===== src/rtl/mem_port_arbiter.sv =====
// N-channel read/write arbiter onto one shared memory port.
// One registered command stage; in-order read tags route returns to channels.
module mem_port_arbiter #(
  parameter int unsigned NUM_CH   = 2,
  parameter int unsigned ADDR_W   = 26,
  parameter int unsigned DATA_W   = 32,
  parameter int unsigned MAX_OUT  = 4,
  parameter int unsigned ARB_MODE = 0
) (
  input  logic                         clk,
  input  logic                         rst_n,
  input  logic [NUM_CH-1:0]            ch_rd,
  input  logic [NUM_CH-1:0]            ch_wr,
  input  logic [NUM_CH*ADDR_W-1:0]     ch_addr,
  input  logic [NUM_CH*DATA_W-1:0]     ch_wdata,
  input  logic [NUM_CH*DATA_W/8-1:0]   ch_be,
  output logic [NUM_CH-1:0]            ch_ready,
  output logic [NUM_CH-1:0]            ch_rd_valid,
  output logic [DATA_W-1:0]            ch_rd_data,
  output logic                         mem_rd,
  output logic                         mem_wr,
  output logic [ADDR_W-1:0]            mem_addr,
  output logic [DATA_W-1:0]            mem_wdata,
  output logic [DATA_W/8-1:0]          mem_be,
  input  logic                         mem_ready,
  input  logic                         mem_rd_valid,
  input  logic [DATA_W-1:0]            mem_rd_data,
  output logic                         rd_err
);

  localparam int unsigned BE_W  = DATA_W / 8;
  localparam int unsigned CH_W  = (NUM_CH > 1) ? $clog2(NUM_CH) : 1;
  localparam int unsigned PTR_W = $clog2(MAX_OUT);
  localparam int unsigned CNT_W = PTR_W + 1;

  logic [ADDR_W-1:0] addr_a  [NUM_CH];
  logic [DATA_W-1:0] wdata_a [NUM_CH];
  logic [BE_W-1:0]   be_a    [NUM_CH];

  for (genvar i = 0; i < NUM_CH; i++) begin : g_unpack
    assign addr_a[i]  = ch_addr[i*ADDR_W +: ADDR_W];
    assign wdata_a[i] = ch_wdata[i*DATA_W +: DATA_W];
    assign be_a[i]    = ch_be[i*BE_W +: BE_W];
  end

  logic [CH_W-1:0]  cmd_ch;
  logic [CH_W-1:0]  rr_ptr;
  logic [CH_W-1:0]  tag_mem [MAX_OUT];
  logic [PTR_W-1:0] wr_ptr;
  logic [PTR_W-1:0] rd_ptr;
  logic [CNT_W-1:0] count;

  logic              cmd_valid;
  logic              load_en;
  logic              rd_room;
  logic [NUM_CH-1:0] elig;
  logic              gnt_found;
  logic [CH_W-1:0]   gnt_ch;
  logic              gnt_rd;
  logic              grant;
  logic              push;
  logic              pop;
  logic              fifo_empty;
  logic              spurious;
  logic [CH_W-1:0]   head_ch;
  logic [CH_W-1:0]   rr_next;

  // A read in the command register already holds a tag slot.
  always_comb begin
    cmd_valid = mem_rd | mem_wr;
    load_en   = !cmd_valid || mem_ready;
    rd_room   = (count + CNT_W'(mem_rd)) < CNT_W'(MAX_OUT);
    for (int i = 0; i < int'(NUM_CH); i++) begin
      elig[i] = ch_rd[i] ? rd_room : ch_wr[i];
    end
  end

  // Round-robin search from rr_ptr, or fixed lowest-index priority.
  always_comb begin
    int idx;
    idx       = 0;
    gnt_found = 1'b0;
    gnt_ch    = '0;
    for (int k = 0; k < int'(NUM_CH); k++) begin
      idx = (ARB_MODE == 0) ? ((int'(rr_ptr) + k) % int'(NUM_CH)) : k;
      if (!gnt_found && elig[CH_W'(idx)]) begin
        gnt_found = 1'b1;
        gnt_ch    = CH_W'(idx);
      end
    end
  end

  always_comb begin
    grant    = gnt_found && load_en;
    gnt_rd   = ch_rd[gnt_ch];
    rr_next  = (gnt_ch == CH_W'(NUM_CH - 1)) ? '0 : gnt_ch + CH_W'(1);
    ch_ready = '0;
    if (grant && rst_n) begin
      ch_ready[gnt_ch] = 1'b1;
    end
  end

  // Tag FIFO control; an empty FIFO forwards the tag being pushed.
  always_comb begin
    push       = mem_rd && mem_ready;
    fifo_empty = (count == '0);
    pop        = mem_rd_valid && (!fifo_empty || push);
    spurious   = mem_rd_valid && fifo_empty && !push;
    head_ch    = fifo_empty ? cmd_ch : tag_mem[rd_ptr];
  end

  always_ff @(posedge clk) begin
    if (push) begin
      tag_mem[wr_ptr] <= cmd_ch;
    end
  end

  always_ff @(posedge clk or negedge rst_n) begin
    if (!rst_n) begin
      mem_rd      <= 1'b0;
      mem_wr      <= 1'b0;
      mem_addr    <= '0;
      mem_wdata   <= '0;
      mem_be      <= '0;
      cmd_ch      <= '0;
      rr_ptr      <= '0;
      wr_ptr      <= '0;
      rd_ptr      <= '0;
      count       <= '0;
      ch_rd_valid <= '0;
      ch_rd_data  <= '0;
      rd_err      <= 1'b0;
    end else begin
      if (load_en) begin
        if (gnt_found) begin
          mem_rd    <= gnt_rd;
          mem_wr    <= !gnt_rd;
          mem_addr  <= addr_a[gnt_ch];
          mem_wdata <= wdata_a[gnt_ch];
          mem_be    <= be_a[gnt_ch];
          cmd_ch    <= gnt_ch;
          if (ARB_MODE == 0) begin
            rr_ptr <= rr_next;
          end
        end else begin
          mem_rd <= 1'b0;
          mem_wr <= 1'b0;
        end
      end

      if (push) begin
        wr_ptr <= wr_ptr + PTR_W'(1);
      end
      if (pop) begin
        rd_ptr <= rd_ptr + PTR_W'(1);
      end
      if (push && !pop) begin
        count <= count + CNT_W'(1);
      end else if (pop && !push) begin
        count <= count - CNT_W'(1);
      end

      ch_rd_valid <= '0;
      if (pop) begin
        ch_rd_valid[head_ch] <= 1'b1;
        ch_rd_data           <= mem_rd_data;
      end
      if (spurious) begin
        rd_err <= 1'b1;
      end
    end
  end

endmodule


===== config.mk =====
export PLATFORM = sky130hd
export DESIGN_NAME = mem_port_arbiter
export DESIGN_NICKNAME = d
export VERILOG_FILES = /design/src/rtl/mem_port_arbiter.sv
export SDC_FILE = /design/constraint.sdc
export NUM_CORES = 1
export LEC_CHECK = 0
export CAP_MARGIN = 20
export CORE_MARGIN = 2
export CORE_UTILIZATION = 36
export CTS_CLUSTER_SIZE = 10
export DETAILED_ROUTE_END_ITERATION = 16
export PLACE_DENSITY = 0.88
export SLEW_MARGIN = 15
export SYNTH_ARGS = -nofsm -noshare
export SYNTH_HDL_FRONTEND = slang
export SYNTH_SLANG_ARGS = --single-unit

===== constraint.sdc =====
create_clock -name clk -period 2.3 [get_ports clk]
set_input_delay 0.69 -clock clk [delete_from_list [all_inputs] [get_ports clk]]
set_output_delay 0.69 -clock clk [all_outputs]
set_load 0.02 [all_outputs]

## After elaboration in Yosys (flattened, before gate mapping)

Memories as Yosys holds them, arrays and structs flattened.
Index checks and enable logic that the tools add are counted.

- Flip-flop bits (word level): 108
- RAM bits: 4
- Input bits: 164
- Output and inout port bits: 101
- Word-level logic and storage cells: 87
- Memories kept: 1

- Add/subtract/negate cells: 7
- Magnitude comparators: 8
- Mux-type cells: 34
- Bitwise gates (word level): 2
- Reductions and logical operators: 22

Memories:

| name | depth | bits a word | rd ports | clocked after memory_dff | wr ports | line | source |
|---|---|---|---|---|---|---|---|
| tag_mem | 4 | 1 | 1 | 0 | 1 | 48 | `logic [CH_W-1:0] tag_mem [MAX_OUT];` |

Operators by type and width:

| cell | number |
|---|---|
| $mux W32 | 3 |
| $mux W26 | 3 |
| $mux W1 | 19 |
| $mux W4 | 3 |
| $logic_and A1 B1 Y1 | 11 |
| $logic_not A1 Y1 | 6 |
| $lt A1 B3 Y1 const B | 2 |
| $mux W3 | 2 |
| $add A2 B1 Y2 const B | 2 |
| $lt A1 B2 Y1 const B | 2 |
| $mux W2 | 2 |
| $add A3 B1 Y3 | 1 |
| $add A3 B1 Y3 const B | 1 |
| $logic_not A3 Y1 | 1 |
| $lt A3 B3 Y1 const B | 1 |
| $sub A3 B1 Y3 const B | 1 |
| $add A1 B1 Y1 const B | 2 |
| $demux W1 S1 | 2 |
| $ge A1 B1 Y1 const B | 2 |
| $ge A2 B2 Y1 const B | 1 |
| $logic_or A1 B1 Y1 | 2 |
| $not A1 Y2 | 1 |
| $reduce_and A2 Y1 | 1 |
| $reduce_bool A2 Y1 | 1 |
| $or A1 B1 Y1 | 1 |

## Logic depth before layout (Yosys ltp)

- Word-level depth: 14
- Mapped depth: 7
- Mapped depth without buffers: 6

## Least setup slack after synthesis

Ideal clock, no wire load.

- Kind: register to output
- From: reg mem_rd
- To: out ch_ready[0]
- Arrival time: 2.011 ns
- Required time: 1.610 ns
- Setup slack: -0.401 ns
- Stages on the path, launching flop included: 7
- Path buffers: 2
- Cell sequence: dfrtp_1 > nand3_2 > mux2i_4 > or2_1 > buf_4 > buf_6 > nor3b_1

- Word-level cells in the longest chain between the ends: 14

RTL lines:

| element | line | source |
|---|---|---|
| start, declared | 20 | `output logic mem_rd,` |
| start signal, assigned | 136 | `mem_rd <= gnt_rd;` |
| $add A3 B1 Y3 | 72 | `rd_room = (count + CNT_W'(mem_rd)) < CNT_W'(MAX_OUT);` |
| $lt A3 B3 Y1 | 72 |  |
| $mux W1 | 74 | `elig[i] = ch_rd[i] ? rd_room : ch_wr[i];` |
| $mux W1 (implied by the code) (2 in a row) | 86 | `if (!gnt_found && elig[CH_W'(idx)]) begin` |
| $mux W1 | 86 |  |
| $logic_not A1 Y1 | 86 |  |
| $logic_and A1 B1 Y1 | 86 |  |
| $mux W1 | 86 |  |
| $lt A1 B2 Y1 (implied by the code) or $ge A1 B1 Y1 (tied branches) | 99 | `ch_ready[gnt_ch] = 1'b1;` |
| $logic_and A1 B1 Y1 (implied by the code) | 99 |  |
| $mux W1 (implied by the code) | 99 |  |
| $demux W1 S1 | 99 |  |
| $mux W2 * | 98 | `if (grant && rst_n) begin` |
| end, declared | 17 | `output logic [NUM_CH-1:0] ch_ready,` |

Every way passes the cells marked *; elsewhere a longest branch is shown, timed or not. The select of a mux whose other input is x is not followed.

## Worst setup path after layout

- From: in ch_wr[0]
- To: out ch_ready[1]

- Word-level cells in the longest chain between the ends: 12

RTL lines:

| element | line | source |
|---|---|---|
| start, declared | 13 | `input logic [NUM_CH-1:0] ch_wr,` |
| $mux W1 * | 74 |  |
| $mux W1 (implied by the code) (2 in a row) | 86 |  |
| $mux W1 | 86 |  |
| $logic_not A1 Y1 | 86 |  |
| $logic_and A1 B1 Y1 | 86 |  |
| $mux W1 | 86 |  |
| $lt A1 B2 Y1 (implied by the code) or $ge A1 B1 Y1 (tied branches) | 99 |  |
| $logic_and A1 B1 Y1 (implied by the code) | 99 |  |
| $mux W1 (implied by the code) | 99 |  |
| $demux W1 S1 | 99 |  |
| $mux W2 * | 98 |  |

Marked as above.

==> metrics.txt <==
# TYPE chip_impl_metric gauge
chip_impl_info{name="status",value="finished, violations left"} 1
chip_impl_info{name="violations",value="setup timing"} 1
chip_impl_metric{name="final_core_util",unit="%"} 60.0
chip_impl_metric{name="floorplan.rows",unit=""} 43
chip_impl_info{name="worstReg2RegStart",value="mem_rd$_DFFE_PN0N_"} 1
chip_impl_metric{name="dp_hpwl",unit="um"} 10900
chip_impl_metric{name="hold_ws",unit="ns"} 0.440
chip_impl_metric{name="detail_route.wl_per_cell",unit="um"} 16.8
chip_impl_info{name="tritoncts_clock_tree",value="built"} 1
chip_impl_metric{name="detail-route-antenna-nets",unit=""} 0
chip_impl_metric{name="gp_routability_congestion",unit=""} 0.753
chip_impl_metric{name="timing.setup.tns",unit="ns"} -0.128
chip_impl_metric{name="power.density_cell_area",unit="mW/mm2"} 1270
chip_impl_metric{name="placement.cell_area",unit="mm2"} 0.00798
chip_impl_metric{name="slew_headroom",unit="%"} 32.5
chip_impl_metric{name="post_synth.cell_area_avg",unit="um2"} 11.8
chip_impl_metric{name="fp.coreArea",unit="mm2"} 0.0138
chip_impl_info{name="layout_commonest_cell",value="sky130_fd_sc_hd__clkdlybuf4s50_1"} 1
chip_impl_metric{name="multiInputGateArea",unit="mm2"} 0.00211
chip_impl_metric{name="syn_inst",unit=""} 429
chip_impl_metric{name="max_clock_freq",unit="GHz"} 0.423
chip_impl_metric{name="clock_skew",unit="ns"} 0.0133
chip_impl_metric{name="maximum_number_of_pins_on_one_net_before_global_route_repair",unit=""} 74
chip_impl_metric{name="number_of_warnings_issued_by_yosys",unit=""} 0
chip_impl_metric{name="dpl_worst_slack",unit="ns"} -1.03
chip_impl_info{name="worstSetupStartpointType",value="primary input"} 1
chip_impl_metric{name="layout.area.seq",unit="mm2"} 0.00283
chip_impl_metric{name="arrival",unit="ns"} 1.68
chip_impl_metric{name="die_height",unit="um"} 123
chip_impl_metric{name="final-hold-violation-count",unit=""} 0
chip_impl_metric{name="vdd_drop_max",unit="mV"} 0.603
chip_impl_metric{name="start_util",unit="%"} 36.7
chip_impl_info{name="critPathKind",value="primary input to output port"} 1
chip_impl_metric{name="crit_path_max_incr_delay",unit="ns"} 0.26
chip_impl_info{name="synth.largest_area_cell",value="sky130_fd_sc_hd__dfrtp_1"} 1
chip_impl_metric{name="die_width",unit="um"} 123
chip_impl_metric{name="leakagePower",unit="nW"} 3.50
chip_impl_metric{name="nNetsFinal",unit=""} 865
chip_impl_info{name="chain_of_cells_forming_the_critical_path",value="dlygate4sd2_1 -> o22ai_4 -> buf_4 -> nor2_1 -> and3_1 -> buf_2"} 1
chip_impl_metric{name="post-route-cell-area",unit="mm2"} 0.00830
chip_impl_metric{name="area_delta_synth_final",unit="%"} 63.6
chip_impl_metric{name="ys_seq_elements",unit=""} 112
chip_impl_metric{name="netlist_area",unit="mm2"} 0.00507
chip_impl_metric{name="grt_pass1_wl",unit="um"} 22700
chip_impl_info{name="worst_setup_path_startpoint",value="ch_wr[0]"} 1
chip_impl_metric{name="clkSlewWorstSetupHoldPaths",unit="ns"} 0.07
chip_impl_info{name="crit_path_top_delay_cell",value="sky130_fd_sc_hd__dlygate4sd2_1"} 1
chip_impl_metric{name="remaining_drc_errors",unit=""} 0
chip_impl_metric{name="yosys.cell_types.count",unit=""} 39
chip_impl_metric{name="antenna-diode-count",unit=""} 0
chip_impl_metric{name="tritoncts_sinks",unit=""} 112
chip_impl_metric{name="critical_path.n_buffers_inverters",unit=""} 3
chip_impl_info{name="path_delay_family",value="buffers and inverters"} 1
chip_impl_metric{name="via_per_inst",unit=""} 5.06
chip_impl_metric{name="worst_slack",unit="ns"} -0.0654
chip_impl_metric{name="syn-num-nets",unit=""} 598
chip_impl_metric{name="grt_antenna_before_repair",unit=""} 0
chip_impl_metric{name="number_of_i_o_pins",unit=""} 265
chip_impl_info{name="hold_class",value="primary input to asynchronous set/reset pin"} 1
chip_impl_metric{name="routed_wirelength",unit="um"} 14800
chip_impl_metric{name="worst_pin_slew",unit="ns"} 1.01
chip_impl_metric{name="first_iter_violations",unit=""} 187
chip_impl_metric{name="synth_top_area_share",unit="%"} 53.3
chip_impl_metric{name="drv.max_cap_violation_count",unit=""} 0
chip_impl_info{name="grt_setup_unrepaired",value="yes"} 1
chip_impl_metric{name="timing.final.crit_share",unit="%"} 103
chip_impl_metric{name="fill_cells",unit=""} 1095
chip_impl_metric{name="critical_path.max_fanout",unit=""} 3
chip_impl_metric{name="port_buffer_cells",unit=""} 263
chip_impl_metric{name="layout_min_cycle_time",unit="ns"} 2.37
chip_impl_metric{name="synth_sequential_area_ratio",unit="%"} 55.6
chip_impl_metric{name="via_count_of_the_routed_design",unit=""} 4458
chip_impl_metric{name="detailedRoute.firstPassIterationCount",unit=""} 4
chip_impl_info{name="critPathCaptureType",value="output port"} 1
chip_impl_metric{name="vias_in_the_first_global_route",unit=""} 4459
chip_impl_metric{name="clock_insertion_delay_worst_skew",unit="ns"} 0.35
chip_impl_info{name="synth_area_leaders",value="sky130_fd_sc_hd__dfrtp_1 (53%), sky130_fd_sc_hd__mux2i_1 (12%), sky130_fd_sc_hd__o21ai_0 (12%)"} 1
chip_impl_metric{name="setup_violations",unit=""} 2
chip_impl_metric{name="cts_htree_levels",unit=""} 3
chip_impl_info{name="clock_tree.root_cell",value="sky130_fd_sc_hd__clkbuf_16"} 1
chip_impl_metric{name="global_route.overflow_total",unit=""} 0
chip_impl_metric{name="fp.dieArea",unit="mm2"} 0.0151
chip_impl_metric{name="report.final.slew_viol_count",unit=""} 0
chip_impl_metric{name="layout-drive-gt1-share",unit="%"} 12.4
chip_impl_info{name="final_cell_mix",value="sky130_fd_sc_hd__clkdlybuf4s50_1 (256), sky130_fd_sc_hd__o21ai_0 (121), sky130_fd_sc_hd__dfrtp_1 (106)"} 1
chip_impl_metric{name="cts-buffers-inserted",unit=""} 9
chip_impl_metric{name="grtUsageTotal",unit="%"} 19.6
chip_impl_metric{name="cts_hold_buffers",unit=""} 0
chip_impl_metric{name="clockBufferDepth",unit=""} 2
chip_impl_metric{name="data_required_time_of_the_worst_path",unit="ns"} 1.61
[timing repair]
item,CTS,global route
buffers inserted,2,1
gates cloned,0,0
pin swaps,1,2
resized for setup,20,2
endpoints found under the setup margin,46,3
[where the power goes]
part	switching, mW	internal [mW]
Clock	0.675	0.847
Sequential	0.548	2.87
Combinational	2.82	2.74
[stage by stage]
step,power (mW),cells
final,10.5,881
after global routing,11.2,881
after CTS,10.6,880
after detailed placement,8.97,862
after global placement,8.74,862
after floorplan,6.37,429
[flip-flops by register name, summed over array words and instances, names as in the netlist, 2 cells and up]
name and flops:
wr_ptr 2, rd_ptr 2, mem_be 4, mem_wdata 32, mem_addr 26, ch_rd_data 32
tag_mem 4, ch_rd_valid 2, count 3
[routing by layer]
metal	vias up	track usage, %	routed length (um)
li1	2063	-	-
met1	2151	23.0	5780
met2	225	34.0	7470
met3	19	4.69	1280
met4	0	8.12	291
met5	-	0	0
[cells by family (layout without fill, tap and decap cells)]
family	Yosys count	after routing	synth area share, %
xor gates and xnor gates	4	4	0.691
muxes	100	100	21.1
DFF	112	112	55.6
buffers and inverters	38	310	3.95
adders and majority gates	5	5	1.38
and+or+nand+nor	33	33	3.30
AOI/OAI and AO/OA	137	137	14.0
[worst paths after layout]
check,end,slack [ns],cells after the start
worst max-delay path,ch_ready[1],-0.07,6
worst min-delay path,mem_addr[21]$_DFFE_PN0P_,0.44,2
worst max register to register,ch_rd_data[8]$_DFFE_PN0P_,0.22,7
worst min register to register,rd_ptr[1]$_DFFE_PN0P_,0.48,1
max in group asynchronous,mem_rd$_DFFE_PN0N_,1.06,2
min in group clk,rd_ptr[1]$_DFFE_PN0P_,0.48,1
[worst reg2reg max path, stage by stage, from the launching register on]
cell	delay, ns
sky130_fd_sc_hd__dfrtp_2	0.45
sky130_fd_sc_hd__buf_4	0.15
sky130_fd_sc_hd__buf_4	0.14
sky130_fd_sc_hd__and2_1	0.18
sky130_fd_sc_hd__nor4_1	0.25
sky130_fd_sc_hd__nand2b_1	0.20
sky130_fd_sc_hd__buf_12	0.21
sky130_fd_sc_hd__mux2_2	0.38
[cells in the mapped netlist]
library cell                  n
sky130_fd_sc_hd__mux2_1       4
sky130_fd_sc_hd__inv_1        4
sky130_fd_sc_hd__nor3_1       1
sky130_fd_sc_hd__clkbuf_2     2
sky130_fd_sc_hd__nand2_1      9
sky130_fd_sc_hd__xnor2_1      3
sky130_fd_sc_hd__nor4_1       2
sky130_fd_sc_hd__nor3b_1      1
sky130_fd_sc_hd__fa_1         1
sky130_fd_sc_hd__nor2_1       8
sky130_fd_sc_hd__buf_4        6
sky130_fd_sc_hd__mux2_2      31
sky130_fd_sc_hd__or2_1        1
sky130_fd_sc_hd__o211ai_1     1
sky130_fd_sc_hd__and2_1       1
sky130_fd_sc_hd__a21o_1       1
sky130_fd_sc_hd__nor2b_1      1
sky130_fd_sc_hd__a22o_1       1
sky130_fd_sc_hd__mux2i_4      1
sky130_fd_sc_hd__o221ai_1     1
sky130_fd_sc_hd__xor2_1       1
sky130_fd_sc_hd__a31o_2       1
sky130_fd_sc_hd__and3_1       6
sky130_fd_sc_hd__clkbuf_1    17
sky130_fd_sc_hd__dfrtp_1    108
sky130_fd_sc_hd__edfxtp_1     4
sky130_fd_sc_hd__nand2b_1     2
sky130_fd_sc_hd__buf_1        3
sky130_fd_sc_hd__o21ai_1      5
sky130_fd_sc_hd__a21oi_1      3
sky130_fd_sc_hd__buf_2        2
sky130_fd_sc_hd__mux2i_1     63
sky130_fd_sc_hd__o22ai_1      2
sky130_fd_sc_hd__buf_6        4
sky130_fd_sc_hd__o21ai_0    121
sky130_fd_sc_hd__nand3_2      1
sky130_fd_sc_hd__o2bb2ai_1    1
sky130_fd_sc_hd__mux4_2       1
sky130_fd_sc_hd__ha_1         4
[cell type report]
type,count,share of cell area [%]
timing repair buffer,290,34.2
sequential,112,34.1
multi-input combinational,279,25.4
clock buffer,13,2.89
tap,180,2.71
clock inverter,3,0.543
inverter,4,0.181
No activity file was read; power rests on OpenSTA's default activity.
